`src/rtl/serial_subtractor.sv`:
```
// serial_subtractor: bit-serial a - b - b_in, LSB first, one full-subtractor cell, valid/ready on both sides
// Ports: clk, rst_n (async active-low), in_valid/in_ready + a, b, b_in (operands),
//        out_valid/out_ready + diff, b_out (result), ovf (signed overflow, only with SUB_OVERFLOW_EN)
// Optional feature macro: SUB_OVERFLOW_EN
module serial_subtractor #(
  parameter int WIDTH = 4
) (
  input  logic             clk,
  input  logic             rst_n,
  input  logic             in_valid,
  output logic             in_ready,
  input  logic [WIDTH-1:0] a,
  input  logic [WIDTH-1:0] b,
  input  logic             b_in,
  output logic             out_valid,
  input  logic             out_ready,
  output logic [WIDTH-1:0] diff,
`ifdef SUB_OVERFLOW_EN
  output logic             ovf,
`endif
  output logic             b_out
);
  localparam int CW = $clog2(WIDTH);
  localparam logic [1:0] IDLE = 2'd0, RUN = 2'd1, DONE = 2'd2;
  logic [1:0] state;
  logic [1:0] rst_s;
  logic [CW-1:0] cnt;
  logic [WIDTH-1:0] sa, sb, res;
  logic br, d, nbr, last;
  assign d = sa[0] ^ sb[0] ^ br;
  assign nbr = (~sa[0] & sb[0]) | (~(sa[0] ^ sb[0]) & br);
  assign last = cnt == CW'(WIDTH - 1);
  // rst_s delays acceptance until reset release has been synchronised to clk
  assign in_ready = rst_n && rst_s[1] && state == IDLE;
  assign out_valid = state == DONE;
  always_ff @(posedge clk or negedge rst_n) begin
    if (!rst_n) begin
      state <= IDLE;
      rst_s <= '0;
      cnt <= '0;
      sa <= '0;
      sb <= '0;
      res <= '0;
      br <= 1'b0;
      diff <= '0;
      b_out <= 1'b0;
`ifdef SUB_OVERFLOW_EN
      ovf <= 1'b0;
`endif
    end else begin
      rst_s <= {rst_s[0], 1'b1};
      if (in_valid && in_ready) begin
        sa <= a;
        sb <= b;
        br <= b_in;
        cnt <= '0;
        state <= RUN;
      end else if (state == RUN) begin
        sa <= sa >> 1;
        sb <= sb >> 1;
        br <= nbr;
        res <= {d, res[WIDTH-1:1]};
        cnt <= cnt + 1'b1;
        // diff is published only when complete so it holds the previous result during RUN
        if (last) begin
          state <= DONE;
          diff <= {d, res[WIDTH-1:1]};
          b_out <= nbr;
`ifdef SUB_OVERFLOW_EN
          ovf <= br ^ nbr;
`endif
        end
      end else if (state == DONE && out_ready) begin
        state <= IDLE;
      end
    end
  end
endmodule

```
`config.mk`:
```
export PLATFORM = sky130hd
export DESIGN_NAME = serial_subtractor
export DESIGN_NICKNAME = d
export VERILOG_FILES = /design/src/rtl/serial_subtractor.sv
export SDC_FILE = /design/constraint.sdc
export NUM_CORES = 1
export LEC_CHECK = 0
export ABC_CLOCK_PERIOD_IN_PS = 1400
export CORE_ASPECT_RATIO = 0.8
export CORE_MARGIN = 5
export CORE_UTILIZATION = 25
export CTS_CLUSTER_DIAMETER = 40
export CTS_CLUSTER_SIZE = 10
export DETAILED_ROUTE_END_ITERATION = 8
export RECOVER_POWER = 100
export SLEW_MARGIN = 25
export SYNTH_ARGS = -nofsm -noshare
export SYNTH_HDL_FRONTEND = slang
export SYNTH_SLANG_ARGS = --single-unit
```
`constraint.sdc`:
```
create_clock -name clk -period 1.4 [get_ports clk]
set_input_delay 0.35 -clock clk [delete_from_list [all_inputs] [get_ports clk]]
set_output_delay 0.35 -clock clk [all_outputs]
set_load 0.005 [all_outputs]
```
==> out/qor.txt, run 1 <==
outcome - complete, but fails checks
violated checks - setup timing
Synth area leader - dfrtp_1
crit path max-delay cell type - dfrtp_1
worst min path class - input port to asynchronous set/reset pin
delay-heaviest family, CP - flip-flops
power per unit of standard cell area - 1920 nW/µm²
hold-fix buffers at CTS - 0
most instantiated flip-flop cell in the synthesis netlist - dfrtp_1
peak clock frequency supported by timing - 696 MHz
total number of nets in the final design - 128
Fillers - 377
max-slew violation total from the final report - 0
instance count of the mapped netlist - 81
fraction of synthesized cell area taken by the top area cell type - 57.3%
H-tree Lvls - 1
final worst path period share - 103%
largest buffer count on any clock path - 2
count of state elements after synthesis - 23
clock tree root buffer cell - clkbuf_8
actual transition at the worst max-transition pin - 573 ps
arrival time at the worst endpoint - 1090 ps
Std-Cell Core Area - 3830 µm²
half-perimeter wire length after detailed placement - 1470 µm
I/O pin cnt - 20
number of instances in the placed design - 161
RePlAce Congestion - 0.724
routed via count - 681
LEAKAGE - 0.645 nW
count of maximum capacitance violations - 0
commonest cells in the synthesized netlist - 23 x dfrtp_1, 9 x mux2_2, 7 x mux2i_1, 7 x nand3_1, 7 x o21ai_1
vias in the first global route - 761
Clock Latency Late Sink - 260 ps
type of the worst setup path - register to output port
unrepaired setup endpoints after global routing - true
setup_tns - -37.1 ps
critical path fanouts, max - 2
final hold violations - 0
post-route clock skew - 5.25 ps
CTS clock-pin slew for the worst setup and hold paths - 80 ps
number of rows in the core area - 20
synthesis warning total - 0
CP Data Required Time - 1050 ps
first-pass GRT wire length - 3360 µm
area added between synthesis and finish - 36.1%
average routed wire per standard cell - 11.2 µm
height of the die - 66.7 µm
overall power after layout - 2.62 mW
fraction of layout instances using a drive strength above 1 - 27.7%
detailed-routing iteration count for the pre-antenna-repair pass - 4
largest net degree at the start of global routing - 24
cell types with the largest area share after synthesis - dfrtp_1 57%, mux2_2 10%, mux2i_1 7.0%, nand3_1 3.5%, o21ai_1 3.5%
count of flip-flops with a built-in enable after synthesis - 0
area of the multi-input gates - 394 µm²
mean cell area of the mapped netlist - 12.4 µm²
area of the mapped netlist - 1000 µm²
clk sinks - 23
slowest stage delay, CP - 400 ps
WP buf/inv - 1
peak ir drop on the vdd network - 0.000817 V
final standard cell count with taps included and fillers excluded - 167
Final setup violation count - 1
overall die area - 5390 µm²
antenna violations before repair - 0
vias per cell - 4.08
number of buffers created by CTS - 3
flip-flop and latch area - 576 µm²
Worst Setup End Kind - output port
remaining global-route overflow - 0
total routing resource utilization after global routing - 8.20%
critical path, cell by cell - and4bb_1, buf_2
number of nets still failing antenna checks after routing - 0
syn nets - 96
pre-CTS setup slack - -523 ps
PortBufs - 19
drc violations - 0
Critical Path Source Type - register
Final Critical Period - 1440 ps
total length of routed wires - 1860 µm
most numerous cell in the Yosys netlist - dfrtp_1
number of antenna cells inserted - 0
Max-Slew Margin vs Limit - 61.8%
TritonCTS clock tree - yes
count of distinct cell types in the synthesized netlist - 23
crit path setup slack, layout - -37.1 ps
sequential-to-total area share from yosys stat - 57.3%
number of DRC markers in iteration 0 - 25
fraction of registers with async set/reset - 100%
initial cell density of the core - 26.2%
width of the die - 80.9 µm
## metal layers
metal  up-vias  share of wire, %  track usage, %
met5         -                 0               0
met4         0              0.75            2.53
met3         2               7.3            4.05
met2        18                44            13.2
met1       323                48            9.54
li1        338                 -               -
## cells by family (layout without fill, tap and decap cells)
group                      Yosys count  in the layout  synth area share, %
xor gates and xnor gates             1              1                0.872
adders and majority gates            2              2                 3.24
and+or+nand+nor                     18             18                 9.34
DFF                                 23             23                 57.3
buffers and inverters                8             39                 4.98
AOI/OAI and AO/OA                   11             11                 5.73
muxes                               17             17                 18.2
other                                1              1                0.373
## cell type report
type | instances | share of cell area, %
Sequential cell | 23 | 42.1
Clock buffer | 3 | 3.02
Timing Repair Buffer | 32 | 19.7
Inverter | 3 | 1.01
Tap cell | 55 | 5.03
Clock inverter | 1 | 0.366
Multi-Input combinational cell | 50 | 28.8
## path summary, 6_finish.rpt
check                              start  slack (ps)  depth (start not counted)       end
worst max register to register  state[1]          20                          4     sa[1]
worst min register to register  rst_s[0]         360                          0  rst_s[1]
min in group clk                rst_s[0]         360                          0  rst_s[1]
worst min-delay path               rst_n         310                          2  state[1]
max in group asynchronous          rst_n         710                          2     sa[3]
worst max-delay path            state[1]         -40                          2  in_ready
## power breakdown
part | internal, mW | leakage [nW] | switching [mW] | total (mW)
Combinational | 0.647 | 0.333 | 0.465 | 1.11
Clock | 0.199 | 0.0255 | 0.212 | 0.411
Sequential | 0.951 | 0.286 | 0.145 | 1.10
Total | 1.80 | 0.645 | 0.823 | 2.62
## worst register-to-register path, stage by stage (launching register included)
cell and delay (ps):
dfrtp_1 400, buf_4 160, nand2b_4 140, mux2_1 300, mux2_2 260
## flip-flops by register name, summed over array words and instances, names as in the netlist
register	flops
cnt	2
diff	4
sa	4
br	1
rst_s	2
b_out	1
res	3
state	2
sb	4
## cell usage in the layout (no fill, tap or decap), types with 2 or more instances in the layout
| master | synthesis | layout |
|---|---|---|
| mux2_2 | 9 | 9 |
| buf_4 | 1 | 10 |
| nand2_1 | 4 | 4 |
| nor2_1 | 3 | 2 |
| o21ai_1 | 7 | 8 |
| clkbuf_8 | 0 | 3 |
| clkdlybuf4s50_1 | 0 | 11 |
| inv_1 | 3 | 2 |
| o21ai_0 | 3 | 2 |
| buf_2 | 1 | 3 |
| mux2i_1 | 7 | 7 |
| nand3_1 | 7 | 7 |
| dlygate4sd2_1 | 0 | 6 |
| dfrtp_1 | 23 | 23 |
## through the flow
stage | hold WS [ps] | instance area (µm²) | util [%]
after detailed placement | 344 | 1310 | 34.2
after global placement | 347 | 1310 | 34.2
after floorplan | 54.4 | 1000 | -
after global routing | 380 | 1370 | 35.7
final | 314 | 1370 | 35.7
after CTS | 226 | 1370 | 35.7
## repair_timing
action                                  4_1_cts  5_1_grt
endpoints found under the setup margin       19       14
pin swaps                                     2        1
setup buffers                                 1        1
endpoints found under the hold margin         0        0
resized for setup                            20        1
Power figures use the tool's default switching activity.
==> inputs of run 2 (changes only) <==
PLACE_DENSITY = 0.54   (was unset)
==> run 2 against run 1 <==
Against the previous run:
- the flow still finishes with violations (setup timing)
- maximum frequency fell by 6.7%
- power rose by 8.8%
- final area rose by 6.9%
- sequential cell count did not move
- count of clock-buffer cells in the layout rose by 1
- combinational power rose by 21%
- first-iteration DRC count rose by 16%
- sequential power barely moved
- hold slack got worse by 2.1 ps
- routed wire length rose by 13%
- non-clock buffer count rose by 5
==> out/qor.txt, run 2 (same netlist as run 1, synthesis figures left out) <==
outcome - complete, but fails checks (unchanged)
violated checks - setup timing (unchanged)
I/O pin cnt - 20 (unchanged)
fraction of layout instances using a drive strength above 1 - 39.3% (was 27.7%)
average routed wire per standard cell - 12.3 µm (was 11.2 µm)
peak clock frequency supported by timing - 649 MHz (was 696 MHz)
total length of routed wires - 2110 µm (was 1860 µm)
total routing resource utilization after global routing - 8.58% (was 8.20%)
worst min path class - input port to asynchronous set/reset pin (unchanged)
clk sinks - 23 (unchanged)
largest net degree at the start of global routing - 24 (unchanged)
PortBufs - 19 (unchanged)
Fillers - 382 (was 377)
most frequent standard cell in the layout excluding fill and tap cells - dfrtp_1 (unchanged)
peak ir drop on the vdd network - 0.000624 V (was 0.000817 V)
clock network power share - 14.4% (was 15.7%)
CP Data Required Time - 1050 ps (about the same)
Internal Pwr Total - 1.94 mW (was 1.80 mW)
terminus of the critical flop-to-flop path - state[0] (was sa[1])
vias in the first global route - 762 (was 761)
critical path fanouts, max - 2 (unchanged)
crit path setup slack, layout - -140 ps (was -37.1 ps)
largest buffer count on any clock path - 2 (unchanged)
WP buf/inv - 2 (was 1)
unrepaired setup endpoints after global routing - true (unchanged)
arrival time at the worst endpoint - 1190 ps (was 1090 ps)
half-perimeter wire length after detailed placement - 1580 µm (was 1470 µm)
vias per cell - 4.10 (was 4.08)
remaining global-route overflow - 0 (unchanged)
first element of the critical path - state[0] (was state[1])
Critical Path Source Type - register (unchanged)
Net Sw Power - 912 µW (was 823 µW)
logic depth of the worst path, buffers included - 3 (was 2)
CTS clock-pin slew for the worst setup and hold paths - 80 ps (about the same)
Std-Cell Core Area - 3830 µm² (unchanged)
post-route clock skew - 1.38 ps (was 5.25 ps)
detailed-routing iteration count for the pre-antenna-repair pass - 2 (was 4)
top flop regs - diff (4), sa (4), sb (4) (unchanged)
combinational fraction of design power - 47.0% (was 42.5%)
final standard cell count with taps included and fillers excluded - 172 (was 167)
LEAKAGE - 0.688 nW (was 0.645 nW)
slowest stage delay, CP - 400 ps (about the same)
actual transition at the worst max-transition pin - 585 ps (was 573 ps)
drc violations - 0 (unchanged)
area added between synthesis and finish - 45.5% (was 36.1%)
antenna violations before repair - 0 (unchanged)
RePlAce Congestion - 0.714 (was 0.724)
count of maximum capacitance violations - 0 (unchanged)
Reg2Reg Setup Slack - -110 ps (was 20 ps)
critical path, cell by cell - buf_6, and4bb_1, buf_2 (was and4bb_1, buf_2)
TritonCTS clock tree - yes (unchanged)
highest-count cells in the layout ignoring fill and taps - 23 x dfrtp_1, 11 x clkdlybuf4s50_1, 11 x buf_4, 9 x mux2_2 (was 23 x dfrtp_1, 11 x clkdlybuf4s50_1, 10 x buf_4, 9 x mux2_2, 8 x o21ai_1)
number of buffers created by CTS - 3 (unchanged)
sequential share of power - 38.6% (was 41.8%)
type of the worst setup path - register to output port (unchanged)
switching power share of the total - 32.0% (was 31.4%)
Worst Setup End Kind - output port (unchanged)
number of instances in the placed design - 161 (unchanged)
number of DRC markers in iteration 0 - 29 (was 25)
routed via count - 705 (was 681)
initial cell density of the core - 26.2% (unchanged)
length in cells of the worst reg-to-reg path - 7 (was 4)
total number of nets in the final design - 133 (was 128)
final hold violations - 0 (unchanged)
first-pass GRT wire length - 3500 µm (was 3360 µm)
setup_tns - -993 ps (was -37.1 ps)
overall die area - 5390 µm² (unchanged)
Final Critical Period - 1540 ps (was 1440 ps)
delay-heaviest family, CP - flip-flops (unchanged)
number of antenna cells inserted - 0 (unchanged)
number of rows in the core area - 20 (unchanged)
Final setup violation count - 13 (was 1)
crit path max-delay cell type - dfrtp_1 (unchanged)
clock tree root buffer cell - clkbuf_8 (unchanged)
height of the die - 66.7 µm (unchanged)
final worst path period share - 110% (was 103%)
number of nets still failing antenna checks after routing - 0 (unchanged)
H-tree Lvls - 1 (unchanged)
critical register-to-register path startpoint - state[0] (was state[1])
Clock Latency Late Sink - 260 ps (about the same)
Max-Slew Margin vs Limit - 61.0% (was 61.8%)
width of the die - 80.9 µm (unchanged)
power per unit of standard cell area - 1950 nW/µm² (was 1920 nW/µm²)
max-slew violation total from the final report - 0 (unchanged)
-- run 2: what timing repair did --
| item | 4_1_cts | 5_1_grt |
|---|---|---|
| pin swaps | 2 | 10 |
| resized for setup | 16 | 20 |
| setup endpoints to repair | 14 | 19 |
| hold buffers | 0 | 0 |
| cloned | 0 | 0 |
| buffers inserted | 4 | 5 |
-- run 2: how the worst max path moves through the flow --
stage | to | slack (ps)
after global placement | in_ready | -490
final | in_ready | -140
after detailed placement | in_ready | -500
after CTS | in_ready | -120
after floorplan | sa[1] | 80
after global routing | in_ready | -190
-- run 2: power groups by stage --
stage	sequential [mW]	clock [mW]	combinational [mW]
final	1.10	0.411	1.34
after global routing	1.14	0.463	1.48
after CTS	1.11	0.425	1.15
after detailed placement	1.13	0	1.14
after global placement	1.12	0	1.08
after floorplan	1.10	0	0.684
-- run 2: worst register-to-register path, cell delays in order, from the launching register on --
cell,delay (ps)
dfrtp_1,370
buf_6,100
and4bb_1,220
buf_4,140
buf_6,120
and2_4,160
buf_8,140
o21a_1,170
-- run 2: layout make-up --
cell class / count / area, µm² / share of cell area, %
clock buffers: 4 / 45.0 / 3.08
multi-input cells: 50 / 435 / 29.8
well taps: 55 / 68.8 / 4.71
flip-flops and latches: 23 / 576 / 39.4
repair buffers: 37 / 325 / 22.3
inverters: 3 / 11.3 / 0.771
-- run 2: metrics by stage --
stage / setup slack [ps] / power [mW] / util, % / instance area, µm² / hold slack, ps
final: -140 / 2.85 / 38.2 / 1460 / 312
after global routing: -194 / 3.08 / 38.2 / 1460 / 355
after CTS: -122 / 2.68 / 35.7 / 1370 / 217
after detailed placement: -505 / 2.26 / 34.2 / 1310 / 336
after global placement: -492 / 2.20 / 34.2 / 1310 / 344
after floorplan: 82.2 / 1.78 / - / 1000 / 54.4
-- run 2: routing by layer --
layer | track usage, % | share of wire (%)
met1 | 10.5 | 44
met2 | 14.1 | 50
met3 | 3.11 | 4.4
met4 | 2.53 | 1.4
met5 | 0 | 0
